--- src/rtl/ram_arb_pkg.sv ---
// Shared types for the two-port RAM arbiter: FSM states, default widths and
// the latched transaction payload.
package ram_arb_pkg;

  localparam int unsigned DATA_W_DEF = 16;
  localparam int unsigned ADDR_W_DEF = 6;

  typedef enum logic [1:0] {
    IDLE  = 2'd0,
    ISSUE = 2'd1,
    WAIT  = 2'd2,
    DONE  = 2'd3
  } state_e;

  typedef struct packed {
    logic                  owner;
    logic                  we;
    logic [ADDR_W_DEF-1:0] addr;
    logic [DATA_W_DEF-1:0] wdata;
  } txn_t;

endpackage

--- src/rtl/rr_arbiter2.sv ---
// Combinational two-way round-robin pick; a tie goes to the requester that
// was not granted last.
module rr_arbiter2 (
  input  logic req0,
  input  logic req1,
  input  logic last,
  output logic gnt_id_c,
  output logic gnt_vld_c
);

  always_comb begin
    gnt_vld_c = req0 | req1;
    gnt_id_c  = 1'b0;
    if (req0 && req1) begin
      gnt_id_c = ~last;
    end else if (req1) begin
      gnt_id_c = 1'b1;
    end
  end

endmodule

--- src/rtl/ram_arbiter.sv ---
// Round-robin arbiter and strobe sequencer in front of a single-ported word
// RAM; one transaction at a time, every RAM-side output registered.
module ram_arbiter
  import ram_arb_pkg::*;
#(
  parameter int unsigned DATA_W = DATA_W_DEF,
  parameter int unsigned ADDR_W = ADDR_W_DEF
) (
  input  logic              clk,
  input  logic              rst,
  input  logic              req0,
  input  logic              req1,
  input  logic              we0,
  input  logic              we1,
  input  logic [ADDR_W-1:0] addr0,
  input  logic [ADDR_W-1:0] addr1,
  input  logic [DATA_W-1:0] wdata0,
  input  logic [DATA_W-1:0] wdata1,
  output logic              ack0,
  output logic              ack1,
  output logic [DATA_W-1:0] rdata,
  output logic              busy,
  output logic              mem_r,
  output logic              mem_w,
  output logic [ADDR_W-1:0] mem_addr,
  output logic [DATA_W-1:0] mem_d,
  input  logic [DATA_W-1:0] mem_o
);

  state_e            state_q, state_d;
  txn_t              txn_q, txn_d;
  logic              last_q, last_d;
  logic              ack0_q, ack0_d, ack1_q, ack1_d;
  logic              busy_q, busy_d;
  logic              mem_r_q, mem_r_d, mem_w_q, mem_w_d;
  logic [ADDR_W-1:0] mem_addr_q, mem_addr_d;
  logic [DATA_W-1:0] mem_d_q, mem_d_d;
  logic [DATA_W-1:0] rdata_q, rdata_d;

  logic              gnt_id_c, gnt_vld_c;
  logic              sel_we;
  logic [ADDR_W-1:0] sel_addr;
  logic [DATA_W-1:0] sel_wdata;

  rr_arbiter2 u_rr (
    .req0      (req0),
    .req1      (req1),
    .last      (last_q),
    .gnt_id_c  (gnt_id_c),
    .gnt_vld_c (gnt_vld_c)
  );

  assign sel_we    = gnt_id_c ? we1    : we0;
  assign sel_addr  = gnt_id_c ? addr1  : addr0;
  assign sel_wdata = gnt_id_c ? wdata1 : wdata0;

  // Next state; strobes and ack are computed one state early so they land registered.
  always_comb begin
    state_d    = state_q;
    txn_d      = txn_q;
    last_d     = last_q;
    ack0_d     = 1'b0;
    ack1_d     = 1'b0;
    mem_r_d    = 1'b0;
    mem_w_d    = 1'b0;
    mem_addr_d = mem_addr_q;
    mem_d_d    = mem_d_q;
    rdata_d    = rdata_q;

    case (state_q)
      IDLE: begin
        if (gnt_vld_c) begin
          txn_d = '{owner: gnt_id_c, we: sel_we,
                    addr: ADDR_W_DEF'(sel_addr), wdata: DATA_W_DEF'(sel_wdata)};
          last_d     = gnt_id_c;
          mem_addr_d = sel_addr;
          mem_w_d    = sel_we;
          mem_r_d    = ~sel_we;
          if (sel_we) begin
            mem_d_d = sel_wdata;
          end
          state_d = ISSUE;
        end
      end
      ISSUE: begin
        mem_addr_d = ADDR_W'(txn_q.addr);
        if (txn_q.we) begin
          mem_d_d = DATA_W'(txn_q.wdata);
          ack0_d  = ~txn_q.owner;
          ack1_d  = txn_q.owner;
          state_d = DONE;
        end else begin
          state_d = WAIT;
        end
      end
      WAIT: begin
        rdata_d = mem_o;
        ack0_d  = ~txn_q.owner;
        ack1_d  = txn_q.owner;
        state_d = DONE;
      end
      DONE: begin
        state_d = IDLE;
      end
      default: begin
        state_d = IDLE;
      end
    endcase

    busy_d = (state_d != IDLE);
  end

  always_ff @(posedge clk) begin
    if (rst) begin
      state_q    <= IDLE;
      txn_q      <= '0;
      last_q     <= 1'b1;
      ack0_q     <= 1'b0;
      ack1_q     <= 1'b0;
      busy_q     <= 1'b0;
      mem_r_q    <= 1'b0;
      mem_w_q    <= 1'b0;
      mem_addr_q <= '0;
      mem_d_q    <= '0;
      rdata_q    <= '0;
    end else begin
      state_q    <= state_d;
      txn_q      <= txn_d;
      last_q     <= last_d;
      ack0_q     <= ack0_d;
      ack1_q     <= ack1_d;
      busy_q     <= busy_d;
      mem_r_q    <= mem_r_d;
      mem_w_q    <= mem_w_d;
      mem_addr_q <= mem_addr_d;
      mem_d_q    <= mem_d_d;
      rdata_q    <= rdata_d;
    end
  end

  assign ack0     = ack0_q;
  assign ack1     = ack1_q;
  assign busy     = busy_q;
  assign mem_r    = mem_r_q;
  assign mem_w    = mem_w_q;
  assign mem_addr = mem_addr_q;
  assign mem_d    = mem_d_q;
  assign rdata    = rdata_q;

endmodule

--- config.mk ---
export PLATFORM = sky130hd
export DESIGN_NAME = ram_arbiter
export DESIGN_NICKNAME = d
export VERILOG_FILES = /design/src/rtl/ram_arb_pkg.sv /design/src/rtl/rr_arbiter2.sv /design/src/rtl/ram_arbiter.sv
export SDC_FILE = /design/constraint.sdc
export NUM_CORES = 1
export LEC_CHECK = 0
export CORE_AREA = 3 3 77 107
export CTS_CLUSTER_SIZE = 8
export DETAILED_ROUTE_END_ITERATION = 10
export DIE_AREA = 0 0 80 110
export HOLD_SLACK_MARGIN = 0.05
export PLACE_DENSITY = 0.82
export SLEW_MARGIN = 5
export SYNTH_ARGS = -nofsm -noshare
export SYNTH_HDL_FRONTEND = slang
export SYNTH_SLANG_ARGS = --single-unit
--- constraint.sdc ---
create_clock -name clk -period 2.1 [get_ports clk]
set_input_delay 0.315 -clock clk [delete_from_list [all_inputs] [get_ports clk]]
set_output_delay 0.315 -clock clk [all_outputs]
set_load 0.01 [all_outputs]
==> results of run 1 <==
## state kept, by name (all words and copies together) (netlist names)
signal / count
txn_q: 24
mem_d: 16
rdata: 16
mem_addr: 6
state_q: 2
ack0: 1
ack1: 1
busy: 1
last_q: 1
mem_r: 1
mem_w: 1
## stage by stage
step | total power [mW] | hold slack [ps] | cell area [um^2]
2_1_floorplan | 3.67 | 416 | 3350
3_3_place_gp | 4.55 | 446 | 4540
3_5_place_dp | 4.63 | 461 | 4540
4_1_cts | 5.97 | 452 | 4780
5_1_grt | 6.32 | 489 | 4780
6_report | 5.95 | 473 | 4780
## power breakdown
part / switching [mW] / internal, mW
combinational: 1.38 / 1.31
sequential: 0.214 / 1.72
clock: 0.505 / 0.819
## cell usage after synthesis (all sizes together) (4+ instances only)
library cell  count
buf              23
o221ai           17
o221a            17
a21oi            20
nor3             19
nand2            23
ha                4
dfxtp            70
mux2i            22
a22o              6
o21ai            23
nand2b           16
a211oi            7
clkbuf            9
nor2             45
inv              21
nand4            16
## cells by family after synthesis
logic type | synth area share
fa+ha+maj | 0.0150
compound gates | 0.238
buf+inv | 0.0811
simple gates | 0.178
flops | 0.419
mux | 0.0692
## final timing paths
| path | start | endpoint | cells past startpoint |
|---|---|---|---|
| setup / recovery | state_q[0]$_SDFF_PP0_ | mem_d[1]$_SDFFE_PP0P_ | 7 |
| hold / removal | rst | rdata[5]$_SDFFE_PP0N_ | 2 |
| setup reg to reg | state_q[0]$_SDFF_PP0_ | mem_d[1]$_SDFFE_PP0P_ | 7 |
| hold reg to reg | txn_q[23]$_SDFFE_PP0P_ | ack0$_SDFF_PP0_ | 1 |
## routing by layer
metal  global-route usage  wire length, um  up-vias
li1                     -                -     1547
met1                0.245             3580     1505
met2                0.370             4600      137
met3               0.0496              659       30
met4                0.128              303        0
met5                    0                0        -
## final cells by class
class                           count  area (um^2)  share of cell area
Multi-Input combinational cell    248         1670               0.350
Clock inverter                      6          109              0.0228
Tap cell                           97          121              0.0254
Sequential cell                    70         1400               0.293
Clock buffer                       10          138              0.0288
Timing Repair Buffer              128         1260               0.264
Inverter                           21         78.8              0.0165
==> results.txt, run 1 <==
For this configuration, the core starts out at a cell density of 0.452. Counting every instance in the synthesized netlist gives 371. The flow ran to the end, and the final reports show no timing, DRC or antenna violations. From synthesis to final layout, the design area changed by 43.0%. The number of placement rows is 37.

The synthesized netlist net count is about 440. The floorplan die width is approximately 80 um. Measured along the y axis, the die boundary spans 110 um. The die covers a little under 9000 um^2. Before CTS, the worst setup slack after placement is 32.9 ps. The final setup TNS is 0 ps. The number of buffer and inverter stages on the critical path came out at 2. The TritonCTS buffer count is 9. At the pin with the least slew margin, the transition time is between 600 and 700 ps. The kind of cell adding the most delay to the critical path is compound AO/OA/AOI/OAI gates. Input and output buffers added on the ports amount to between 100 and 150. The number of nets in the finished design came out at between 500 and 600. The tightest min-delay check is of the primary input to register type. The final setup violation count is 0. The number of violations reported at the end of detailed-routing iteration 0 came out at approximately 150. After synthesis, the cell types taking the most area are dfxtp_1 (42%), mux2i_1 (6.6%), o221a_2 (5.4%), nor2_1 (4.9%), o221ai_1 (4.2%). On the worst path, the slowest cell contributes a delay of roughly 360 ps. The total power density per cell area is 1240 nW/um^2. The sequential cell area fraction in the yosys report is 0.419. Counting flops with a built-in enable in the synthesized netlist gives 0. Of all cell types, the one taking the most synthesized area is dfxtp_1.

The final critical path time including I/O delays and setup is ~1800 ps. Setup repair after global routing left no endpoint under its margin. Summed over all cells, the static leakage comes to ~1.8 nW. The remaining max-slew budget at the tightest pin came out at 0.573.

The post-route worst setup slack is approximately 260 ps. The critical path class is register to register. The post-synthesis instance area is 3350 um^2. The worst setup path is captured at a register. STA classifies the critical path startpoint as a register.

The overall overflow remaining after global route is 0. The antenna violation net count after detailed routing is 0. The max capacitance violation total is 0. At the worst endpoint, the arrival time is 2080 ps. Traced cell by cell, the critical path runs through inv_1, ha_1, nor2b_1, o22ai_2, buf_4, o21ai_1, a21oi_1. Yosys mapped the design onto 39 distinct sky130hd cell types.

The global placer's final weighted congestion came out at roughly 0.83. Clock tree synthesis selected as its root buffer the cell clkbuf_8. The number of remaining DRC errors came out at 0. For this run, the leading register cell type out of synthesis is dfxtp_1.

The number of pins exceeding their max-slew limit in the final report came out at 0. The post-synthesis area per instance came out at 9.02 um^2. The largest clock skew in the final design came out at between 10 and 15 ps.

The total routed wirelength is just over 9000 um. Once placement completed, the tool counted placed cells totaling roughly 560. For this run, the total global-route usage over all layers was measured as 0.217. The number of fill cells in the layout came out at around 600. Clock latency on the worst-skew pair, taken at its later pin, is between 300 and 400 ps. The antenna diode instance count is 0.

The data required time of the worst path came out at 2330 ps. After synthesis the netlist holds a flip-flop and latch count of 70. The fraction of post-synthesis cell area in the top cell type by area came out at 0.419.

The highest net fanout along the worst path came out at 10. Gates resized during post-CTS repair numbered 0. The minimum setup slack among reg-to-reg paths is between 200 and 300 ps.

The share of flip-flops with an asynchronous set or reset after synthesis came out at 0. The yosys synthesis warning count came out at 0. The post-route clock period utilization is 0.877. The longest clock path from root to sink contains 2 buffers. Once detailed placement completed, the half-perimeter wirelength came to roughly 6500 um.

The mean number of vias per cell came out at 5.55. The slowest stage of the critical path belongs to the cell dfxtp_1. The maximum clock rate is 0.543 GHz. The first-pass GRT wire length is roughly 15,000 um.

The worst-case vdd ir drop came out at between 700 and 800 uV. The most frequent standard cell in the layout excluding fill and tap cells is clkdlybuf4s50_1. The library cells used most frequently in the layout, excluding fill and tap cells, are clkdlybuf4s50_1 (107), dfxtp_1 (70), nor2_1 (44).

The total core area came out at around 7400 um^2. The filler-free cell count of the finished design came out at 580. After detailed routing, the average wire length per cell comes to about 16 um. The clock slew at the register clock pins of the worst setup and hold paths is 80 ps. Buffers added to address setup during post-CTS repair amount to 0. The post-layout utilization of the core is 0.646.

The final count of hold timing violations is 0. The number of antenna violations at the first check in global routing is 0. The first TritonRoute pass finished after 5 iterations. The fraction of final layout cells with drive strength greater than 1 came out at 0.147.

The largest net degree at the start of global routing came out at 38. The number of I/O pins is about 110. TritonCTS built the clock tree. The via count of the routed design is between 3,000 and 4,000. The H-tree generated during clock tree synthesis spans 3 levels. The hold buffer count at cts came out at 0. The number of sinks handled by clock tree synthesis came out at 70. The via count of the first global-routing pass came out at approximately 3,200.
Note: power is estimated with default switching activity, not from simulation.
==> run 2, diff against run 1 <==
Settings changed: CORE_AREA 3 3 77 107 to 3 3 80 112, DIE_AREA 0 0 80 110 to 0 0 83 115, PLACE_DENSITY 0.82 to 0.79.
Clock period 2.1 ns to 1.66 ns, I/O delays scaled along.
==> run 2 against run 1 <==
  * Clock skew down 4.6 ps
  * Clock-buffer cell count stayed put
  * Flip-flop and latch count is the same
  * Power increased by 36%
  * Setup slack worse by 160 ps
  * Routed wire length is 2.7% higher
  * First-iteration DRC count rose by 30%
  * Cell area increased by 4.4%
  * Worst hold slack got worse by 170 ps
  * Critical path type unchanged
  * Largest cell class unchanged
  * Largest power group unchanged
  * Highest routed layer unchanged
==> results.txt, run 2 (synthesis gave the netlist of run 1 again) <==
The maximum level of the CTS H-tree came out at 3. The library cell used most frequently in the layout, excluding fill and tap cells, is clkdlybuf4s50_1. The clock latency of the later-clocked register in the worst-skew pair came out at ~320 ps. In the routed design, unresolved DRC markers number 0. The internal power contribution came out at roughly 5.3 mW.

The worst-case vdd ir drop is around 970 uV. The amount of wire on met3 after detailed routing came out at ~590 um. The data required time of the worst path came out at around 1900 ps.

Dividing the detail-routed wire length by the instance count gives between 15 and 20 um. For this design the total switching power over the nets is 2.78 mW. In this run the most critical hold path is launched from rst. The part of the power in combinational logic came out at 0.444.

The total met2 wirelength after detailed routing came out at 4680 um. The largest clock skew in the final design came out at roughly 5.6 ps. CTS saw 70 sinks. The via count of the routed design is about 3,300. The number of nets in the finished design came out at roughly 560. The worst hold path passes through 2 cells. TritonCTS built the clock tree.

After detailed placement, the total cell area comes to 4650 um^2. In this run the vertical extent of the chip is between 100 and 150 um. The clock network fraction of design power came out at 0.251. Total power for the finished layout comes to approximately 8.1 mW.

The worst setup path is launched from a register. The path type of the worst min-delay path is primary input to register. The final setup violation count is 0. The antenna violation net count after detailed routing came out at 0. Data arrives at the worst endpoint at roughly 1800 ps. The global placer's final weighted congestion came out at between 0.8 and 0.9.

The highest net fanout along the worst path is 10. The leakage power came out at 1.92 nW. The number of placement rows came out at 39. Excluding fillers, the count of instances in the completed layout stands at ~600. The buffer depth of the longest clock path came out at 2.

The critical path in this run is classified as register to register. The path with the worst hold slack has its endpoint at rdata[4]$_SDFFE_PP0N_. For this design the ratio of total power to cell area is about 1600 nW/um^2.

The tightest hold margin is 305 ps. The library cells used most frequently in the layout, excluding fill and tap cells, are clkdlybuf4s50_1 (107), dfxtp_1 (69), nor2_1 (44). Counting I/O delays and the setup requirement, the final critical path takes 1560 ps. The relative contribution of sequential cells to total power came out at 0.305. The clock root buffer is clkbuf_16. The first-pass GRT wire length came out at roughly 15,000 um. Of the cells placed in the final design, the portion with a size suffix greater than 1 is 0.177. In this run the critical register-to-register path is captured at mem_d[15]$_SDFFE_PP0P_.

The effective utilization at floorplan is 0.413. For this block, wires on met1 add up to 3790 um. The transition time of the tightest slew-check pin is 334 ps.

The die covers 9550 um^2. The net switching share of the total power came out at 0.344. The relative area change from synthesis to final layout came out at 49.4%. The flow ran to the end, and the final reports show no timing, DRC or antenna violations. The minimum setup slack among reg-to-reg paths is just under 100 ps. The final count of hold timing violations is 0. The overall overflow remaining after global route came out at 0.

The number of antenna violations at the first check in global routing came out at 0. The antenna diode instance count is 0. The maximum clock rate came out at 0.641 GHz. Clock-pin slew was measured on the worst setup and hold paths at 60 ps. The post-layout utilization of the core came out at 0.617. The number of violations reported at the end of detailed-routing iteration 0 came out at roughly 200. In this run the top signal layer used is met4. STA classifies the critical path endpoint as a register. The via count of the first global-routing pass came to 3,333.

The number of port buffers came out at 108. The number of I/O pins came out at ~110. The number of pins exceeding their max-slew limit in the final report came out at 0. The number of placed cells counting well taps came out at 583. The number of optimization iterations in the first detailed-route pass came out at 4.

The max capacitance violation total came out at 0. The number of cell instances on the worst register-to-register path came out at 8. The TritonCTS buffer count is 9. Entering global routing, the biggest net connects 27 pins. In this run the horizontal extent of the chip is around 83 um.

The HPWL after detailed placement is 6860 um. Measured against its own limit, the worst slew margin works out to 0.777. The total routed wirelength came out at approximately 9400 um.

The post-route clock period utilization is 0.940. The beginning of the worst register-to-register path is state_q[0]$_SDFF_PP0_. The number of setup buffers added after CTS is 0. Across every metal layer, demand over resource in global routing totals 0.198. The number of flip-flops under the largest register name is 24.

The most flop-heavy register is txn_q. The total core area is 8100 um^2. The cell area after layout came out at 5000 um^2.

The mean number of vias per cell is approximately 5.4.
## run 2: worst max-delay path by stage
| stage | cells after the start | slack, ps | end | start |
|---|---|---|---|---|
| 2_1_floorplan | 7 | 50 | mem_d[0]$_SDFFE_PP0P_ | state_q[0]$_SDFF_PP0_ |
| 3_3_place_gp | 7 | -120 | mem_d[10]$_SDFFE_PP0P_ | req1 |
| 3_5_place_dp | 6 | -200 | mem_d[2]$_SDFFE_PP0P_ | req0 |
| 4_1_cts | 8 | 9 | mem_d[15]$_SDFFE_PP0P_ | state_q[0]$_SDFF_PP0_ |
| 5_1_grt | 8 | -6 | mem_d[15]$_SDFFE_PP0P_ | state_q[0]$_SDFF_PP0_ |
| 6_report | 8 | 100 | mem_d[15]$_SDFFE_PP0P_ | state_q[0]$_SDFF_PP0_ |
## run 2: stage by stage
stage | worst slack (ps) | TNS [ps]
floorplan | 45.6 | 0
global placement | -123 | -3990
detailed placement | -202 | -6260
CTS | 8.67 | 0
global route | -5.84 | -5.84
finish | 98.9 | 0
## run 2: area by class of cell
type                            count  area, um^2
Multi-Input combinational cell    248        1700
Clock inverter                      6        86.3
Tap cell                          102         128
Inverter                           21        78.8
Clock buffer                       10         229
Timing Repair Buffer              142        1370
Fill cell                         687        3100
Sequential cell                    70        1400
## run 2: worst max-delay path, stage by stage (launching register included)
cell and delay [ps]:
dfxtp_2 370, inv_1 110, ha_4 200, nor2b_1 100, buf_4 140, o22ai_2 70, buf_4 190, o21ai_1 170
a21oi_1 90
## run 2: per-layer routing
| metal | vias up | GRT usage |
|---|---|---|
| met5 | - | 0 |
| met4 | 0 | 0.107 |
| met3 | 25 | 0.0480 |
| met2 | 130 | 0.341 |
| met1 | 1518 | 0.226 |
| li1 | 1578 | - |
## run 2: power by group through the flow
stage               Combinational, mW  Sequential, mW  Clock [mW]
finish                           3.58            2.46        2.03
global route                     3.90            2.51        2.14
CTS                              3.54            2.44        2.06
detailed placement               3.49            2.47           0
global placement                 3.41            2.45           0
floorplan                        2.09            2.54           0
## run 2: timing repair
item	4_1_cts	5_1_grt
endpoints found under the hold margin	0	0
hold buffers	0	0
setup endpoints to repair	3	17
gates resized for setup	1	6
==> run 3, diff against run 2 <==
Settings changed: GPL_TIMING_DRIVEN from default to 1.
==> results of run 3 <==
Final layout, timing and power as in run 2 (identical DEF).
